<file path="config.mk">
export PLATFORM = sky130hd
export DESIGN_NAME = hazard_control_unit
export DESIGN_NICKNAME = d
export VERILOG_FILES = /design/src/rtl/hazard_control_unit.sv
export SDC_FILE = /design/constraint.sdc
export NUM_CORES = 1
export LEC_CHECK = 0
export BUFFER_PORTS_ARGS = -buffer_cell sky130_fd_sc_hd__buf_4
export CORE_MARGIN = 8
export CORE_UTILIZATION = 40
export DETAILED_ROUTE_END_ITERATION = 10
export GPL_ROUTABILITY_DRIVEN = 0
export PLACE_DENSITY = 0.73
export SLEW_MARGIN = 10
export SYNTH_ARGS = -nofsm -noshare
export SYNTH_HDL_FRONTEND = slang
export SYNTH_SLANG_ARGS = --single-unit
</file>
<file path="constraint.sdc">
create_clock -name clock -period 1.6 [get_ports clock]
set_clock_uncertainty 0.05 [all_clocks]
set_input_delay 0.08 -clock clock [delete_from_list [all_inputs] [get_ports clock]]
set_output_delay 0.08 -clock clock [all_outputs]
set_load 0.1 [all_outputs]
</file>
<file path="src/rtl/hazard_control_unit.sv">
// Hazard controller for the 5-stage MIPS core: load-use and branch-operand stalls,
// redirect flush, multi-cycle data-memory freeze and a stall watchdog.
// Optional HAZARD_PERF_CNT_EN adds saturating performance counters.
module hazard_control_unit #(
  parameter int STALL_TIMEOUT = 64
) (
  input  logic       clock,
  input  logic       reset,
  input  logic [4:0] id_rs,
  input  logic [4:0] id_rt,
  input  logic       id_uses_rs,
  input  logic       id_uses_rt,
  input  logic       id_is_branch,
  input  logic       id_branch_taken,
  input  logic       id_is_jump,
  input  logic       ex_reg_write,
  input  logic       ex_mem_read,
  input  logic [4:0] ex_rd,
  input  logic       mem_mem_read,
  input  logic [4:0] mem_rd,
  input  logic       dmem_start,
  input  logic       dmem_done,
  output logic       stall,
  output logic       stall_beq,
  output logic       jump_delect_pre_inst,
  output logic       pc_write,
  output logic       id_ex_bubble,
  output logic       id_ex_hold,
  output logic       hazard_timeout,
`ifdef HAZARD_PERF_CNT_EN
  output logic [31:0] perf_stall_cycles,
  output logic [31:0] perf_beq_cycles,
  output logic [31:0] perf_flush_count,
`endif
  output logic       debug_state
);

  typedef enum logic {
    RUN  = 1'b0,
    WAIT = 1'b1
  } mem_state_t;

  localparam int WD_W = $clog2(STALL_TIMEOUT) + 1;
  localparam logic [WD_W-1:0] WD_LIMIT = WD_W'(STALL_TIMEOUT);

  mem_state_t state;
  mem_state_t state_next;
  logic       freeze;

  logic ex_match;
  logic mem_match;
  logic raw_stall;
  logic raw_beq;
  logic redirect;

  logic [WD_W-1:0] wd_count;
  logic [WD_W-1:0] wd_next;

  // r0 is hardwired to zero, so it can never be a real producer.
  function automatic logic reg_match(input logic [4:0] r, input logic [4:0] rs,
                                     input logic use_rs, input logic [4:0] rt,
                                     input logic use_rt);
    reg_match = (r != 5'd0) && (((r == rs) && use_rs) || ((r == rt) && use_rt));
  endfunction

  always_comb begin
    ex_match  = reg_match(ex_rd, id_rs, id_uses_rs, id_rt, id_uses_rt);
    mem_match = reg_match(mem_rd, id_rs, id_uses_rs, id_rt, id_uses_rt);
    raw_stall = ex_mem_read && ex_match;
    raw_beq   = id_is_branch && ((ex_reg_write && ex_match) || (mem_mem_read && mem_match));
    redirect  = id_is_jump || (id_is_branch && id_branch_taken);
  end

  always_ff @(posedge clock) begin
    if (reset) begin
      state <= RUN;
    end else begin
      state <= state_next;
    end
  end

  // Next state and all pipeline controls; done in RUN is deliberately ignored.
  always_comb begin
    state_next           = state;
    freeze               = 1'b0;
    stall                = 1'b0;
    stall_beq            = 1'b0;
    jump_delect_pre_inst = 1'b0;
    pc_write             = 1'b1;
    id_ex_bubble         = 1'b0;
    id_ex_hold           = 1'b0;

    case (state)
      RUN: begin
        if (dmem_start) begin
          state_next = WAIT;
          freeze     = 1'b1;
        end
      end
      WAIT: begin
        if (dmem_done && !dmem_start) begin
          state_next = RUN;
        end
        freeze = !dmem_done;
      end
      default: state_next = RUN;
    endcase

    if (freeze) begin
      stall      = 1'b1;
      id_ex_hold = 1'b1;
      pc_write   = 1'b0;
    end else if (raw_beq) begin
      stall_beq    = 1'b1;
      id_ex_bubble = 1'b1;
      pc_write     = 1'b0;
    end else if (raw_stall) begin
      stall        = 1'b1;
      id_ex_bubble = 1'b1;
      pc_write     = 1'b0;
    end else begin
      // The PC still loads the redirect target while the fetched slot is flushed.
      jump_delect_pre_inst = redirect;
    end
  end

  assign debug_state = state;

  always_comb begin
    wd_next = wd_count;
    if (pc_write) begin
      wd_next = '0;
    end else if (wd_count != WD_LIMIT) begin
      wd_next = wd_count + 1'b1;
    end
  end

  always_ff @(posedge clock) begin
    if (reset) begin
      wd_count       <= '0;
      hazard_timeout <= 1'b0;
    end else begin
      wd_count <= wd_next;
      if (wd_next == WD_LIMIT) begin
        hazard_timeout <= 1'b1;
      end
    end
  end

`ifdef HAZARD_PERF_CNT_EN
  always_ff @(posedge clock) begin
    if (reset) begin
      perf_stall_cycles <= '0;
      perf_beq_cycles   <= '0;
      perf_flush_count  <= '0;
    end else begin
      if (stall && (perf_stall_cycles != '1)) begin
        perf_stall_cycles <= perf_stall_cycles + 32'd1;
      end
      if (stall_beq && (perf_beq_cycles != '1)) begin
        perf_beq_cycles <= perf_beq_cycles + 32'd1;
      end
      if (jump_delect_pre_inst && (perf_flush_count != '1)) begin
        perf_flush_count <= perf_flush_count + 32'd1;
      end
    end
  end
`endif

endmodule

</file>
==> metrics.cfg <==
[place]
place_area_um2=1340
port_buffers=39
hpwl_mm=2.28
placed_cells=185
place_ws_ns=-0.191

[setup_path]
cp-start-kind=input pin
cp.arrival_ns=1.58
cpPeakStageDelay_ns=0.37
path_cells=buf_6, or3_4, o311a_1, a32oi_2, nor3b_4, buf_12
cp_slowest_cell=or3_4
crit_path_max_fanout=4
end_kind=output pin
worst-setup-path-type=in -> out
required_ns=1.47

[synth]
ys.flop_type=dfxtp_1
yosysWarnings=0
ys_seq_elements=9
syn_inst=104
async_flop_share=0
ys_types=34
ys_seq_area_frac=0.210
synthesis.nets=138
netlist_area_um2=858
synth_edf_count=0
avgSynthCellArea_um2=8.25

[grt]
grt_pass1_wl_mm=4.88
grt_max_degree=10
antenna_found_initial=0
grt_pass1_vias=1077
grt.overflow.total=0
grt_usage=0.148

[cells_and_area]
diodes=0
fin_area_um2=1610
fin_nets=205
final_common_cell=buf_4
instances_no_fill=197
drive_above_1_share=0.565
final_cell_mix=52 x buf_4, 23 x xnor2_1, 8 x nand2_1
post-route-util=0.802
area_growth_pct=87.0

[timing]
worst_pin_slew_ns=0.280
fin_crit_sh=1.07
rsz0062_at_grt=yes
fin_tns_setup_ns=-0.234
maxSlewHeadroom=0.815
drv_slew=0
fmax_mhz=586
setup_viol=5
fin_ws_ns=-0.108
finalCriticalPeriod_ns=1.71
hold_ws_ns=0.00798
finalHoldViolCount=0

[floorplan]
fp.dieH_um=62.3
dieArea_um2=3880
ios=40
die_w_um=62.3
rows=16
start_util=0.429
core_um2=2000

[clock_tree]
cts_root_buf=clkbuf_4
clkLatencyLatePin_ns=0.27
cts_tree=built
cts.sinks=9
cts_max_level=1
clkTransAtPathRegs_ns=0.06
cts_buffer_depth=2
cts_buffers=3

[power]
powerDensity_nw_per_um2=520
finalPower_mw=0.834
vdd_drop_max_mv=0.432
p_leak_nw=0.628

[min_path]
min_path_type=in -> reg

[detailed_routing]
num_vias=1024
via_per_inst=5.20
wl_per_cell_um=15.3
ant_nets=0
drcViolationCount=0
drt_iter0_markers=36
drt_wl_total_mm=3.02
drtPass1Iterations=4

[outcome]
violations=negative setup slack
outcome=complete, but fails checks

[run]
maxCapViolCount=0

## worst max-delay path: cells and delay by family
family,cells,cell delay [ns]
AND/OR/NAND/NOR,2,0.64
AO/OA/AOI/OAI,2,0.57
buffers and inverters,2,0.29
## power breakdown
group	total, mW	internal (mW)	switching, mW
registers	0.232	0.228	0.00445
clock network	0.178	0.0963	0.0820
logic	0.423	0.198	0.225
## repair_timing
action                                 in CTS  in global routing
gates resized for setup                    28                 15
hold buffers                                1                  0
endpoints found under the hold margin       4                  0
setup endpoints to repair                   6                 10
pin swaps                                   6                  9
setup buffers                               4                  3
## flip-flops by register name (all words and copies together), names as in the netlist
| register | flops |
|---|---|
| debug_state | 1 |
| hazard_timeout | 1 |
| wd_count | 7 |
## layer usage
metal / GRT usage / part of all wire / wire length [um] / vias up
li1: - / - / - / 512
met1: 0.170 / 0.42 / 1270 / 478
met2: 0.256 / 0.51 / 1540 / 30
met3: 0.0484 / 0.058 / 175 / 4
met4: 0.0370 / 0.0089 / 27 / 0
met5: 0 / 0 / 0 / -
## kinds of logic after synthesis
kind of cell / share of synthesized area
simple gates: 0.252
flops: 0.210
buf+inv: 0.0350
compound gates: 0.185
mux: 0.0233
fa+ha+maj: 0.0291
xor+xnor: 0.265
## worst paths after layout
check             slack (ns)                   startpoint                          end  depth (start not counted)
setup / recovery       -0.11                    mem_rd[0]         jump_delect_pre_inst                          6
hold / removal         0.008                   dmem_start       debug_state$_SDFF_PP0_                          3
setup reg to reg       -0.04       wd_count[1]$_SDFF_PP0_  hazard_timeout$_SDFFE_PP0N_                          6
hold reg to reg         0.55  hazard_timeout$_SDFFE_PP0N_  hazard_timeout$_SDFFE_PP0N_                          2
## cell usage after synthesis (2+ instances only)
cell | count | share of area
o22ai_1 | 2 | 0.015
nor3_1 | 3 | 0.017
inv_1 | 4 | 0.017
a21o_1 | 2 | 0.017
nand2_1 | 9 | 0.039
xnor2_1 | 24 | 0.24
nor2_1 | 7 | 0.031
o21ai_0 | 3 | 0.017
mux2i_1 | 2 | 0.023
nand4_1 | 5 | 0.036
dfxtp_1 | 9 | 0.21
a211oi_1 | 6 | 0.052
a21oi_1 | 3 | 0.017
nand3_1 | 3 | 0.017
xor2_1 | 2 | 0.020
ha_1 | 2 | 0.029
## layout make-up
cell class,count,area (um^2)
clock buffer,4,26.3
timing repair buffer,64,563
multi-input combinational,89,771
sequential,9,190
inverter,4,21.3
fill,125,397
tap,27,33.8
No activity file was read; power rests on OpenSTA's default activity.
